**src/rtl/serdes_pkg.sv**
```systemverilog
// Definitions shared by the serializer/deserializer pair: FSM states,
// the common default word width and the bit-order helper.
package serdes_pkg;

   localparam int DEFAULT_WIDTH = 4;

   typedef enum logic [1:0] {
      ST_IDLE,
      ST_SHIFT,
      ST_GAP
   } state_e;

   // Maps the position within a frame (0 = first bit on the wire) to the word bit index.
   function automatic int unsigned bit_index(int unsigned n, int unsigned pos, bit msb_first);
      return msb_first ? (n - 1 - pos) : pos;
   endfunction

endpackage

```
**src/rtl/piso_serializer.sv**
```systemverilog
// Parallel-in/serial-out stage with a one-word holding buffer, a valid/ready
// input handshake and an optional idle gap between consecutive words.
module piso_serializer
   import serdes_pkg::*;
#(
   parameter int N         = DEFAULT_WIDTH,
   parameter bit MSB_FIRST = 1'b1,
   parameter int GAP       = 0
) (
   input  logic         clk,
   input  logic         reset,
   input  logic [N-1:0] in_data,
   input  logic         in_valid,
   output logic         in_ready,
   output logic         serial_out,
   output logic         serial_valid,
   output logic         frame_start,
   output logic         busy
);

   localparam int CW = $clog2(N);

   state_e         state_q, state_d;
   logic [N-1:0]   hold_data_q, hold_data_d;
   logic           hold_full_q, hold_full_d;
   logic [N-1:0]   sh_q, sh_d;
   logic [CW-1:0]  cnt_q, cnt_d;
   logic [3:0]     gcnt_q, gcnt_d;
   logic           serial_out_q, serial_out_d;
   logic           serial_valid_q, serial_valid_d;
   logic           frame_start_q, frame_start_d;

   logic           load;
   logic [CW-1:0]  cnt_nxt;
   logic [CW-1:0]  idx_first;
   logic [CW-1:0]  idx_next;

   assign cnt_nxt   = cnt_q + 1'b1;
   assign idx_first = CW'(bit_index(N, 0, MSB_FIRST));
   assign idx_next  = CW'(bit_index(N, 32'(cnt_nxt), MSB_FIRST));

   // NOTE: every signal written here gets a default first, so no path can infer a latch.
   always_comb begin
      state_d        = state_q;
      hold_data_d    = hold_data_q;
      hold_full_d    = hold_full_q;
      sh_d           = sh_q;
      cnt_d          = cnt_q;
      gcnt_d         = gcnt_q;
      serial_out_d   = 1'b0;
      serial_valid_d = 1'b0;
      frame_start_d  = 1'b0;
      load           = 1'b0;

      if (in_valid && !hold_full_q) begin
         hold_data_d = in_data;
         hold_full_d = 1'b1;
      end

      case (state_q)
         ST_IDLE: begin
            if (hold_full_q) load = 1'b1;
         end
         ST_SHIFT: begin
            if (cnt_q == CW'(N - 1)) begin
               if (GAP == 0 && hold_full_q) begin
                  load = 1'b1;
               end else if (GAP > 0) begin
                  state_d = ST_GAP;
                  gcnt_d  = 4'(GAP - 1);
               end else begin
                  state_d = ST_IDLE;
               end
            end else begin
               cnt_d          = cnt_nxt;
               serial_valid_d = 1'b1;
               serial_out_d   = sh_q[idx_next];
            end
         end
         ST_GAP: begin
            if (gcnt_q == 4'd0) begin
               if (hold_full_q) load = 1'b1;
               else             state_d = ST_IDLE;
            end else begin
               gcnt_d = gcnt_q - 4'd1;
            end
         end
         default: state_d = ST_IDLE;
      endcase

      // Load only happens with the buffer full, so it never collides with an accept.
      if (load) begin
         state_d        = ST_SHIFT;
         sh_d           = hold_data_q;
         hold_full_d    = 1'b0;
         cnt_d          = '0;
         serial_out_d   = hold_data_q[idx_first];
         serial_valid_d = 1'b1;
         frame_start_d  = 1'b1;
      end
   end

   // NOTE: state registers use non-blocking assignments so every flop samples pre-edge values.
   always_ff @(posedge clk or negedge reset) begin
      if (!reset) begin
         state_q        <= ST_IDLE;
         hold_data_q    <= '0;
         hold_full_q    <= 1'b0;
         sh_q           <= '0;
         cnt_q          <= '0;
         gcnt_q         <= '0;
         serial_out_q   <= 1'b0;
         serial_valid_q <= 1'b0;
         frame_start_q  <= 1'b0;
      end else begin
         state_q        <= state_d;
         hold_data_q    <= hold_data_d;
         hold_full_q    <= hold_full_d;
         sh_q           <= sh_d;
         cnt_q          <= cnt_d;
         gcnt_q         <= gcnt_d;
         serial_out_q   <= serial_out_d;
         serial_valid_q <= serial_valid_d;
         frame_start_q  <= frame_start_d;
      end
   end

   assign in_ready     = !hold_full_q;
   assign busy         = (state_q != ST_IDLE) || hold_full_q;
   assign serial_out   = serial_out_q;
   assign serial_valid = serial_valid_q;
   assign frame_start  = frame_start_q;

endmodule

```
**config.mk**
```make
export PLATFORM = sky130hd
export DESIGN_NAME = piso_serializer
export DESIGN_NICKNAME = d
export VERILOG_FILES = /design/src/rtl/serdes_pkg.sv /design/src/rtl/piso_serializer.sv
export SDC_FILE = /design/constraint.sdc
export NUM_CORES = 1
export LEC_CHECK = 0
export BUFFER_PORTS_ARGS = -buffer_cell sky130_fd_sc_hd__buf_4
export CORE_AREA = 2 2 39 41
export DETAILED_ROUTE_END_ITERATION = 10
export DIE_AREA = 0 0 41 43
export GPL_TIMING_DRIVEN = 1
export PLACE_DENSITY = 0.7
export SLEW_MARGIN = 40
export SYNTH_ARGS = -nofsm -noshare
export SYNTH_HDL_FRONTEND = slang
export SYNTH_SLANG_ARGS = --single-unit
```
**constraint.sdc**
```tcl
create_clock -name clk -period 1.9 [get_ports clk]
set_input_delay 0.19 -clock clk [delete_from_list [all_inputs] [get_ports clk]]
set_output_delay 0.19 -clock clk [all_outputs]
set_load 0.02 [all_outputs]
```
Word level (Yosys, flattened, before mapping):

Cells that the tools add are included.

* flip-flop bits (word level): 20
* input port bits: 7
* output and inout port bits: 5
* logic and storage cells: 55

* add/sub/neg operators: 3
* magnitude comparators: 1
* equality and inequality tests: 7
* multiplexer cells: 23
* bitwise operators: 1
* reduce and logical (&&, ||, !) cells: 11

Operator list (count)
* 2-bit two-way mux: 7
* 1-bit two-way mux: 13
* 3-bit inequality test (second input constant): 2
* 2-bit case mux with 3 select lines: 1
* 2-bit nonzero test: 3
* 2-bit equality test (second input constant): 2
* 4-bit zero test: 1
* 2-bit inequality test (second input constant): 2
* 2-bit AND reduction: 2
* 4-bit by 1-bit subtractor with 4-bit output (second input constant): 1
* 2-bit by 3-bit < comparator with 1-bit output (second input constant): 1
* 1-bit case mux with 3 select lines: 1
* 3-bit AND reduction: 1
* 2-bit by 1-bit adder with 2-bit output (second input constant): 1
* 1-bit binary-select mux with 2-bit select: 1
* 2-bit by 1-bit equality test with 1-bit output (second input constant): 1
* 2-bit zero test: 1
* 2-bit subtractor (first input constant): 1
* 1-bit logical AND: 1
* 1-bit zero test: 1
* 1-bit logical OR: 1
* 1-bit NOT: 1

Logic depth before layout (Yosys ltp):

Gate-level depths: netlist (run 1).

* depth after elaboration: 7
* gate-level depth with buffers: 5
* gate-level depth less buffers: 4

Least setup slack after synthesis (run 1):

Ideal clock, no wire load.

* path type: reg-to-reg
* from: register cnt_q[0]
* to: register sh_q[0]
* setup time: 0.125 ns
* arrival: 1.296 ns
* data required time: 1.775 ns
* path slack: 0.480 ns
* cell stages (with the launch flop): 6
* path buffers: 1
* period minus slack after synthesis: 1.420 ns
* path through: dfrtp_1 -> ha_1 -> nand2b_1 -> buf_6 -> nand2_2 -> mux2_2

* word-level cells in the longest chain between the ends: 3

Ends and longest elaborated chain
* from (decl): RTL line piso_serializer.sv:27 `logic [CW-1:0] cnt_q, cnt_d;`
* from (signal assigned): RTL line piso_serializer.sv:120 `cnt_q <= cnt_d;`
* 2-bit equality test: RTL line piso_serializer.sv:65 `if (cnt_q == CW'(N - 1)) begin`
* 1-bit two-way mux: RTL line piso_serializer.sv:65
* 1-bit case mux with 3 select lines: RTL line piso_serializer.sv:60 `case (state_q)`
* to (signal assigned): RTL line piso_serializer.sv:109 `sh_q <= '0;`
* to (signal assigned): RTL line piso_serializer.sv:119 `sh_q <= sh_d;`
* to (decl): RTL line piso_serializer.sv:26 `logic [N-1:0] sh_q, sh_d;`

Every way passes these cells.
A chain may end at the register's enable or synchronous reset.

Final worst setup path (run 1):

Same ends and word-level chain as after synthesis.

==> qor_table.md, run 1 <==
| Result | Value | Unit |
|:---|:---|:---|
| Combined area of the multi-input logic cells | 216.5 | um2 |
| Average cell area after synthesis | 13.27 | um2 |
| Final weighted congestion of routability-driven global placement | 0.7281 | - |
| Post-synthesis cell count | 46 | - |
| Antenna violations before repair | 0 | - |
| Combinational share of power | 41.7 | % |
| Final total negative setup slack | 0 | ns |
| Ports placed on the boundary | 12 | - |
| Final setup margin | 0.3720 | ns |
| Largest cells by area after synthesis | dfrtp_1 61%, mux2_2 11%, mux2i_1 3.3% | - |
| WP buf/inv | 0 | - |
| Top cell type by total area after synthesis | dfrtp_1 | - |
| Number of fillers in the final layout | 133 | - |
| Post-CTS Resized | 0 | - |
| Worst path max stage delay | 0.45 | ns |
| Slowest stage cell on the critical path | dfrtp_1 | - |
| Power density normalized to cell area | 1764 | mW/mm2 |
| Number of synthesized register bits | 15 | - |
| Setup CP Type | reg2reg | - |
| Total Routed Length | 921 | um |
| Internal cell power | 0.0008318 | W |
| Switching part of the total power | 36.11 | % |
| Setup repair after global routing missed its margin | no | - |
| Number of cell rows | 14 | - |
| Via count of the first global-routing pass | 396 | - |
| Initial core utilization | 44.12 | % |
| Number of antenna-violating nets in the routed design | 0 | - |
| Hold Crit Endpoint | hold_data_q[3]$_DFFE_PN0P_ | - |
| Average wire per cell in the routed design | 11.96 | um |
| Fraction of final layout cells sized beyond drive strength 1 | 39.34 | % |
| Count of synthesis-stage warnings from yosys | 0 | - |
| Total core area | 0.001384 | mm2 |
| Maximum number of pins on one net before global-route repair | 16 | - |
| Maximum vdd ir drop | 0.7128 | mV |
| Synth Net Count | 54 | - |
| Worst EP arrival | 1.70 | ns |
| Count of final setup violators | 0 | - |
| Reg clk slew, reported paths | 0.09 | ns |
| Count of unique library cells instantiated by Yosys | 18 | - |
| Clock share of power | 13.7 | % |
| Kind of end point of the critical path | flip-flop | - |
| CTS Sinks | 15 | - |
| Final slew viol count | 0 | - |
| Total routing resource utilization after global routing | 14.51 | % |
| Transition at the pin with the smallest max-transition slack | 0.2563 | ns |
| Area of the mapped netlist | 610.6 | um2 |
| Count of buffers from port buffering | 11 | - |
| Type of the tightest min-delay check | in2reg | - |
| Data required time of the worst path | 2.07 | ns |
| R2R Path Start | cnt_q[0]$_DFFE_PN0P_ | - |
| Number of stages on the worst hold path | 2 | - |
| Initial DRC count | 1 | - |
| Startpoint of the lowest-slack hold path | in_data[3] | - |
| Psw | 0.0004702 | W |
| Biggest fanout along the worst timing path | 8 | - |
| Inserted Diodes | 0 | - |
| Cell total after placement | 72 | - |
| Final-report hold violation count | 0 | - |
| Final Util | 53.35 | % |
| Power consumption | 0.001302 | W |
| CTS Buffer Depth | 2 | - |
| Slew margin rel. | 82.91 | % |
| Area added between synthesis and finish | 20.90 | % |
| Worst reg-to-reg setup slack | 0.37 | ns |
| Number of cells on the worst reg-to-reg path | 4 | - |
| Cells traversed along the worst timing path | ha_1 > nand2b_1 > nand2_2 > mux2_2 | - |
| Layout net count | 70 | - |
| Sequential-to-total area share from yosys stat | 61.48 | % |
| Final routed DRC violation total | 0 | - |
| Total number of vias | 386 | - |
| Power share of the sequential group | 44.6 | % |
| Worst setup skew after layout | 0.002334 | ns |
| FF+latch area | 375.4 | um2 |
| Fin crit period | 1.528 | ns |
| Capture point of the worst reg-to-reg path | sh_q[0]$_DFFE_PN0P_ | - |
| Clock latency on the worst-skew pair | 0.28 | ns |
| Root cell of the clock tree | clkbuf_4 | - |
| Share of the clock period used by the worst path after layout | 80.42 | % |
| Number of clock buffers inserted by TritonCTS | 3 | - |
| Total die area | 0.001763 | mm2 |
| Chip Width | 41 | um |
| Outcome | complete, no violations | - |
| Max-cap check violation count | 0 | - |
| Detailed Place HPWL | 703.7 | um |
| Startpoint class of the critical path | flip-flop | - |
| Drt first pass iters | 2 | - |
| Area fraction of the dominant cell type after synthesis | 61.48 | % |
| Achievable clock frequency | 0.6544 | GHz |
| Overall die height | 43 | um |
| H-tree levels | 1 | - |
| Sum of overflow across all layers after global routing | 0 | - |
| Pre-CTS WS | 0.3843 | ns |
| CTS tree | done | - |
| DR vias/cell | 5.013 | - |
| Number of standard cells in the layout, taps in and fillers out | 77 | - |
| Leakage power of the design | 0.3566 | nW |
| Delay-heaviest family, CP | flip-flops | - |
| Wire length of the first global-routing pass | 1.656 | mm |
==> what timing repair did <==
item | CTS | global route
hold buffers | 1 | 0
hold endpoints to repair | 15 | 0
setup buffers | 0 | 0
==> metal layers <==
layer	share of wire (%)	track usage (%)	routed length [um]
met1	45	18.12	417
met2	49	20.31	450
met3	4.8	3.141	44
met4	0.98	12.00	9
met5	0	0	0
==> cell usage after synthesis <==
cell       n
nand3_1    3
o211ai_2   1
mux2_1     1
nand2b_1   1
a21o_1     1
nand2_1    5
inv_1      2
ha_1       1
mux2_2     6
nor2b_2    1
or3_1      1
and2b_1    1
dfrtp_1   15
or2_2      1
buf_6      1
mux2i_1    2
o21ai_0    2
nand2_2    1
==> power groups by stage <==
stage	clock [W]	sequential [W]	combinational [W]
after floorplan	0	0.000595	0.000411
after global placement	0	0.000585	0.000533
after detailed placement	0	0.000591	0.000548
after CTS	0.000185	0.000585	0.000552
after global routing	0.000196	0.000607	0.000612
final	0.000178	0.000581	0.000543
==> state kept, by name, indices dropped and copies added (netlist names) <==
name,count
serial_valid,1
cnt_q,2
state_q,1
hold_data_q,4
serial_out,1
frame_start,1
sh_q,4
hold_full_q,1
==> cell usage in the layout, fill, tap and decap left out <==
master / n
o211ai_2: 1
clkbuf_4: 3
a21o_1: 1
inv_1: 2
dfrtp_1: 15
nand2b_1: 1
and2b_1: 1
clkbuf_1: 1
or3_1: 1
nand2_2: 1
dlygate4sd3_1: 1
mux2i_1: 2
mux2_1: 1
ha_1: 1
nand2_1: 5
o21ai_0: 2
mux2_2: 6
nor2b_2: 1
or2_2: 1
buf_4: 11
nand3_1: 3
==> area by class of cell <==
| type | instances | area share, % |
|---|---|---|
| clock buffers | 4 | 3.559 |
| inverters | 2 | 1.017 |
| multi-input cells | 28 | 29.32 |
| flip-flops and latches | 15 | 50.85 |
| well taps | 16 | 2.712 |
| repair buffers | 12 | 12.54 |
==> per-stage QoR <==
stage               hold slack (ns)  cell area (um2)
floorplan                   -0.1056            610.6
global placement            0.05288            701.9
detailed placement          0.05121            701.9
CTS                          0.1297            738.2
global route                 0.1278            738.2
finish                       0.1366            738.2
==> how the worst max path moves through the flow <==
stage | startpoint | end | slack (ns) | cells after the start
floorplan | cnt_q[0]$_DFFE_PN0P_ | sh_q[0]$_DFFE_PN0P_ | 0.48 | 5
global placement | cnt_q[0]$_DFFE_PN0P_ | sh_q[2]$_DFFE_PN0P_ | 0.42 | 4
detailed placement | cnt_q[0]$_DFFE_PN0P_ | sh_q[2]$_DFFE_PN0P_ | 0.38 | 4
CTS | cnt_q[0]$_DFFE_PN0P_ | sh_q[2]$_DFFE_PN0P_ | 0.36 | 4
global route | cnt_q[0]$_DFFE_PN0P_ | sh_q[2]$_DFFE_PN0P_ | 0.26 | 4
finish | cnt_q[0]$_DFFE_PN0P_ | sh_q[0]$_DFFE_PN0P_ | 0.37 | 4
==> logic make-up after synthesis <==
family / count (synthesis) / synth area share [%]
compound gates: 4 / 4.918
mux: 9 / 16.19
buf+inv: 3 / 3.074
flops: 15 / 61.48
simple gates: 14 / 12.30
fa+ha+maj: 1 / 2.049
No activity file was read; power rests on OpenSTA's default activity.
==> run 2: changes to the inputs <==
- clock period: 1.9 -> 1.54 ns (I/O delays scaled with it)
==> qor_table.md, run 2 (same netlist as run 1, synthesis figures left out) <==
| Result | Value | Unit | Change |
|:---|:---|:---|:---|
| Outcome | complete, no violations | - |  |
| Drt first pass iters | 1 | - | -1 |
| Leading cell types in the layout, fill and taps excluded | 15 x dfrtp_1, 13 x buf_4, 6 x mux2_2 | - |  |
| Via count of the first global-routing pass | 357 | - | -9.8% |
| Leakage power of the design | 0.3666 | nW | +2.8% |
| Number of fillers in the final layout | 128 | - | -3.8% |
| Root cell of the clock tree | clkbuf_4 | - |  |
| Power share of the sequential group | 42.2 | % | -2.4 points |
| WP buf/inv | 1 | - | +1 |
| Delay-heaviest family, CP | flip-flops | - |  |
| Power density normalized to cell area | 2199 | mW/mm2 | +25% |
| Final total negative setup slack | 0 | ns | unchanged |
| Number of clock buffers inserted by TritonCTS | 3 | - | unchanged |
| Share of the clock period used by the worst path after layout | 88.13 | % |  |
| Psw | 0.0005880 | W | +25% |
| Setup CP Type | reg2out | - |  |
| Total core area | 0.001384 | mm2 | unchanged |
| Uppermost layer routed | met4 | - |  |
| Total Routed Length | 898 | um | -2.5% |
| Worst EP arrival | 1.20 | ns | -0.50 ns |
| Area added between synthesis and finish | 23.36 | % |  |
| Number of cell rows | 14 | - | unchanged |
| Fin crit period | 1.357 | ns |  |
| Final routed DRC violation total | 0 | - | unchanged |
| Routed met2 length | 402 | um | -11% |
| Achievable clock frequency | 0.7368 | GHz |  |
| DR vias/cell | 4.911 | - | -2.0% |
| Layout net count | 72 | - | +2.9% |
| Worst setup skew after layout | 0.006200 | ns | +0.003866 ns |
| Wire length of the first global-routing pass | 1.524 | mm | -8.0% |
| Chip Width | 41 | um | unchanged |
| Post-CTS Resized | 0 | - | unchanged |
| Clock share of power | 13.2 | % | -0.5 points |
| Startpoint class of the critical path | flip-flop | - |  |
| Met3 layer wire length in the routed design | 45 | um | +2.3% |
| Initial DRC count | 0 | - | -1 |
| Number of antenna-violating nets in the routed design | 0 | - | unchanged |
| Detailed Place HPWL | 687.9 | um | -2.2% |
| Inserted Diodes | 0 | - | unchanged |
| Maximum vdd ir drop | 1.109 | mV | +56% |
| Total die area | 0.001763 | mm2 | unchanged |
| Fraction of final layout cells sized beyond drive strength 1 | 41.27 | % | +1.9 points |
| Worst path max stage delay | 0.46 | ns | about the same |
| Ports placed on the boundary | 12 | - | unchanged |
| Total number of vias | 388 | - | +0.52% |
| Switching part of the total power | 35.50 | % | -0.61 points |
| Kind of end point of the critical path | output port | - |  |
| Count of buffers from port buffering | 11 | - | unchanged |
| H-tree levels | 1 | - | unchanged |
| Antenna violations before repair | 0 | - | unchanged |
| CTS Buffer Depth | 2 | - | unchanged |
| Internal cell power | 0.001068 | W | +28% |
| Average wire per cell in the routed design | 11.37 | um | -5.0% |
| CTS tree | done | - |  |
| Sum of overflow across all layers after global routing | 0 | - | unchanged |
| Type of the tightest min-delay check | in2reg | - |  |
| Biggest fanout along the worst timing path | 6 | - | -2 |
| CTS Sinks | 15 | - | unchanged |
| Data required time of the worst path | 1.39 | ns | -0.68 ns |
| Post-route met1 wirelength | 442 | um | +6.0% |
| Max-cap check violation count | 0 | - | unchanged |
| Transition at the pin with the smallest max-transition slack | 0.2541 | ns | -0.002139 ns |
| Reg clk slew, reported paths | 0.09 | ns | about the same |
| Largest registers | hold_data_q: 4 flops, sh_q: 4 flops, cnt_q: 2 flops | - |  |
| Clock latency on the worst-skew pair | 0.28 | ns | about the same |
| Final-report hold violation count | 0 | - | unchanged |
| Total routing resource utilization after global routing | 13.26 | % | -1.2 points |
| Most common cell after layout, fill and taps aside | dfrtp_1 | - |  |
| Slowest stage cell on the critical path | dfrtp_1 | - |  |
| Overall die height | 43 | um | unchanged |
| Initial core utilization | 44.12 | % | unchanged |
| WHS | 0.1029 | ns | -0.03370 ns |
| Slew margin rel. | 82.98 | % | about the same |
| Final slew viol count | 0 | - | unchanged |
| Combinational share of power | 44.6 | % | +2.9 points |
| Final weighted congestion of routability-driven global placement | 0.7282 | - | about the same |
| Setup repair after global routing missed its margin | no | - |  |
| Maximum number of pins on one net before global-route repair | 16 | - | unchanged |
| Count of final setup violators | 0 | - | unchanged |
| Cells traversed along the worst timing path | or2_2 > buf_4 | - |  |
run 2: cell types whose count changed in the layout (fill, tap and decap cells not counted):
cell / previous run / this run
buf_4: 11 / 13
run 2: final cells by class:
class / instances / area, um2 / share of cell area, %
inverters: 2 / 7.507 / 0.9967
multi-input cells: 28 / 216.5 / 28.74
clock buffers: 4 / 26.28 / 3.488
flip-flops and latches: 15 / 375.4 / 49.83
well taps: 16 / 20.02 / 2.658
repair buffers: 14 / 107.6 / 14.29
run 2: worst reg2reg max path, delay by kind of cell (launching register included):
kind	cells	cell delay [ns]
fa+ha+maj	1	0.20
flops	1	0.39
mux	1	0.33
simple gates	2	0.30
run 2: what timing repair did:
item                                    4_1_cts  5_1_grt
buffers inserted                              0        0
hold buffers                                  1        0
endpoints found under the hold margin        15        0
endpoints found under the setup margin        0        0
run 2: metal layers:
layer  track usage, %  vias to the layer above
met3            4.712                        2
met5                0                        -
met4            10.00                        0
li1                 -                      192
met2            15.94                        8
met1            18.75                      186
run 2: final timing paths:
| path | start | endpoint | slack [ns] | cells after the start |
|---|---|---|---|---|
| worst max-delay path | hold_full_q$_DFFE_PN0P_ | busy | 0.18 | 2 |
| worst min-delay path | in_data[3] | hold_data_q[3]$_DFFE_PN0P_ | 0.10 | 2 |
| worst max register to register | cnt_q[0]$_DFFE_PN0P_ | sh_q[0]$_DFFE_PN0P_ | 0.20 | 4 |
| worst min register to register | hold_data_q[1]$_DFFE_PN0P_ | sh_q[1]$_DFFE_PN0P_ | 0.50 | 1 |
| max in group asynchronous | reset | frame_start$_DFF_PN0_ | 1.11 | 2 |
| min in group asynchronous | reset | state_q[0]$_DFFE_PN0P_ | 0.25 | 2 |
run 2: power groups by stage:
stage / registers [W] / logic (W) / clock network, W
finish: 0.000699 / 0.000738 / 0.000219
global route: 0.000730 / 0.000821 / 0.000243
CTS: 0.000704 / 0.000748 / 0.000228
detailed placement: 0.000713 / 0.000742 / 0
global placement: 0.000711 / 0.000728 / 0
floorplan: 0.000734 / 0.000508 / 0
run 2: stage by stage:
stage | util [%] | power [W] | cells | cell area [um2] | worst slack, ns
6_report | 54.43 | 0.001656 | 79 | 753.2 | 0.1827
4_1_cts | 54.43 | 0.001680 | 79 | 753.2 | 0.1672
2_1_floorplan | - | 0.001242 | 46 | 610.6 | 0.1197
3_5_place_dp | 51.81 | 0.001455 | 74 | 716.9 | 0.2114
3_3_place_gp | 51.81 | 0.001439 | 74 | 716.9 | 0.2181
5_1_grt | 54.43 | 0.001794 | 79 | 753.2 | 0.1318
==> run 3: changes to the inputs <==
- REMOVE_ABC_BUFFERS: unset -> 1
- SETUP_SLACK_MARGIN: unset -> 0.1
==> qor_table.md, run 3 (same netlist as run 1, synthesis figures left out) <==
| Result | Value | Unit | Change |
|:---|:---|:---|:---|
| Startpoint of the lowest-slack hold path | in_data[0] | - |  |
| Area added between synthesis and finish | 23.57 | % |  |
| Clock share of power | 13.3 | % | about the same |
| Slew margin rel. | 83.86 | % | +0.88 points |
| Met3 layer wire length in the routed design | 41 | um | -8.9% |
| Switching part of the total power | 36.11 | % | +0.61 points |
| Final slew viol count | 0 | - | unchanged |
| Leakage power of the design | 0.3694 | nW | +0.76% |
| H-tree levels | 1 | - | unchanged |
| CTS Buffer Depth | 2 | - | unchanged |
| Final weighted congestion of routability-driven global placement | 0.7405 | - | +1.7% |
| Sum of overflow across all layers after global routing | 0 | - | unchanged |
| Total core area | 0.001384 | mm2 | unchanged |
| Start point of the critical path | hold_full_q$_DFFE_PN0P_ | - |  |
| DR vias/cell | 4.899 | - | -0.26% |
| Via count of the first global-routing pass | 374 | - | +4.8% |
| Power consumption | 0.001663 | W | +0.43% |
| Kind of end point of the critical path | output port | - |  |
| Outcome | complete, no violations | - |  |
| Worst setup skew after layout | 0.001729 | ns | -0.004471 ns |
| Fraction of final layout cells sized beyond drive strength 1 | 42.86 | % | +1.6 points |
| Setup CP Type | reg2out | - |  |
| Leading cell types in the layout, fill and taps excluded | 15 x dfrtp_1, 13 x buf_4, 6 x mux2_2 | - |  |
| Final routed DRC violation total | 0 | - | unchanged |
| Total die area | 0.001763 | mm2 | unchanged |
| Uppermost layer routed | met4 | - |  |
| Data required time of the worst path | 1.39 | ns | about the same |
| Total Routed Length | 958 | um | +6.7% |
| Drt first pass iters | 2 | - | +1 |
| Final total negative setup slack | 0 | ns | unchanged |
| Inserted Diodes | 0 | - | unchanged |
| Chip Width | 41 | um | unchanged |
| Type of the tightest min-delay check | in2reg | - |  |
| Number of antenna-violating nets in the routed design | 0 | - | unchanged |
| Reg clk slew, reported paths | 0.09 | ns | about the same |
| Biggest fanout along the worst timing path | 6 | - | unchanged |
| Root cell of the clock tree | clkbuf_4 | - |  |
| Number of clock buffers inserted by TritonCTS | 3 | - | unchanged |
| Transition at the pin with the smallest max-transition slack | 0.2411 | ns | -0.01308 ns |
| Startpoint class of the critical path | flip-flop | - |  |
| Share of the clock period used by the worst path after layout | 88.35 | % | +0.21 points |
| Average wire per cell in the routed design | 12.13 | um | +6.7% |
| Combinational share of power | 44.1 | % | -0.5 points |
| Number of standard cells in the layout, taps in and fillers out | 79 | - | unchanged |
| Power density normalized to cell area | 2204 | mW/mm2 | +0.27% |
| Ports placed on the boundary | 12 | - | unchanged |
| Initial DRC count | 3 | - | +3 |
| Final-report hold violation count | 0 | - | unchanged |
| Cell total after placement | 74 | - | unchanged |
| Psw | 0.0006007 | W | +2.2% |
| Total number of vias | 387 | - | -0.26% |
| Initial core utilization | 44.12 | % | unchanged |
| Post-route met1 wirelength | 428 | um | -3.2% |
| Routed met2 length | 478 | um | +19% |
| Power share of the sequential group | 42.5 | % | +0.3 points |
| Internal cell power | 0.001063 | W | -0.52% |
| Largest registers | hold_data_q: 4 flops, sh_q: 4 flops, cnt_q: 2 flops | - |  |
| Count of buffers from port buffering | 11 | - | unchanged |
| Most common cell after layout, fill and taps aside | dfrtp_1 | - |  |
| Worst EP arrival | 1.21 | ns | about the same |
| Fin crit period | 1.361 | ns | +0.003284 ns |
| Detailed Place HPWL | 763.1 | um | +11% |
| Clock latency on the worst-skew pair | 0.28 | ns | about the same |
| Wire length of the first global-routing pass | 1.704 | mm | +12% |
| Layout net count | 72 | - | unchanged |
| Number of cell rows | 14 | - | unchanged |
| Setup repair after global routing missed its margin | no | - |  |
| Maximum vdd ir drop | 0.9483 | mV | -14% |
| CTS Sinks | 15 | - | unchanged |
| Max-cap check violation count | 0 | - | unchanged |
| Maximum number of pins on one net before global-route repair | 16 | - | unchanged |
| Overall die height | 43 | um | unchanged |
| Achievable clock frequency | 0.7350 | GHz | -0.24% |
| Total routing resource utilization after global routing | 15.01 | % | +1.7 points |
| R2R Path Start | cnt_q[0]$_DFFE_PN0P_ | - |  |
| Antenna violations before repair | 0 | - | unchanged |
| CTS tree | done | - |  |
| Count of final setup violators | 0 | - | unchanged |
[run 3: changes by cell type in the layout (fill, tap and decap cells not counted), sizes merged]
cell and delta:
clkbuf -1, clkinv +1
[run 3: final cells by class]
class                   count  area (um2)
flip-flops and latches     15       375.4
well taps                  16       20.02
clock buffers               3       22.52
multi-input cells          28       216.5
inverters                   2       7.507
fillers                   124       629.4
clock inverters             1       5.005
repair buffers             14       107.6
[run 3: final timing paths]
check,end,slack [ns],cells past startpoint
min reg2reg,sh_q[1]$_DFFE_PN0P_,0.50,1
max reg2reg,sh_q[2]$_DFFE_PN0P_,0.19,4
max in group asynchronous,hold_full_q$_DFFE_PN0P_,1.12,2
min in group asynchronous,frame_start$_DFF_PN0_,0.25,2
min,hold_data_q[0]$_DFFE_PN0P_,0.1,2
max,busy,0.18,2
[run 3: critical path, stage by stage (launching register included)]
cell     delay [ns]
dfrtp_1        0.46
or2_2          0.31
buf_4          0.16
[run 3: routing by layer]
metal / vias to the layer above / track usage, %
met4: 0 / 10.00
met1: 186 / 21.88
met2: 8 / 18.44
met5: - / 0
li1: 191 / -
met3: 2 / 4.712
[run 3: what timing repair did]
action,4_1_cts,5_1_grt
gates resized for setup,0,0
buffers inserted,0,0
endpoints found under the setup margin,0,2
hold buffers,1,0
endpoints found under the hold margin,15,0
[run 3: power by group through the flow]
stage / combinational, W / sequential, W / clock (W)
floorplan: 0.000462 / 0.000734 / 0
global placement: 0.000729 / 0.000710 / 0
detailed placement: 0.000745 / 0.000719 / 0
CTS: 0.000748 / 0.000710 / 0.000234
global route: 0.000818 / 0.000733 / 0.000254
finish: 0.000734 / 0.000707 / 0.000222
[run 3: per-stage QoR]
step	utilization (%)	area (um2)	worst slack (ns)	hold WS (ns)
floorplan	-	599.3	0.1179	-0.1416
detailed placement	51.81	716.9	0.1810	0.01631
global placement	51.81	716.9	0.2244	0.01522
CTS	54.52	754.5	0.1655	0.08416
global route	54.52	754.5	0.1046	0.08001
finish	54.52	754.5	0.1794	0.09688
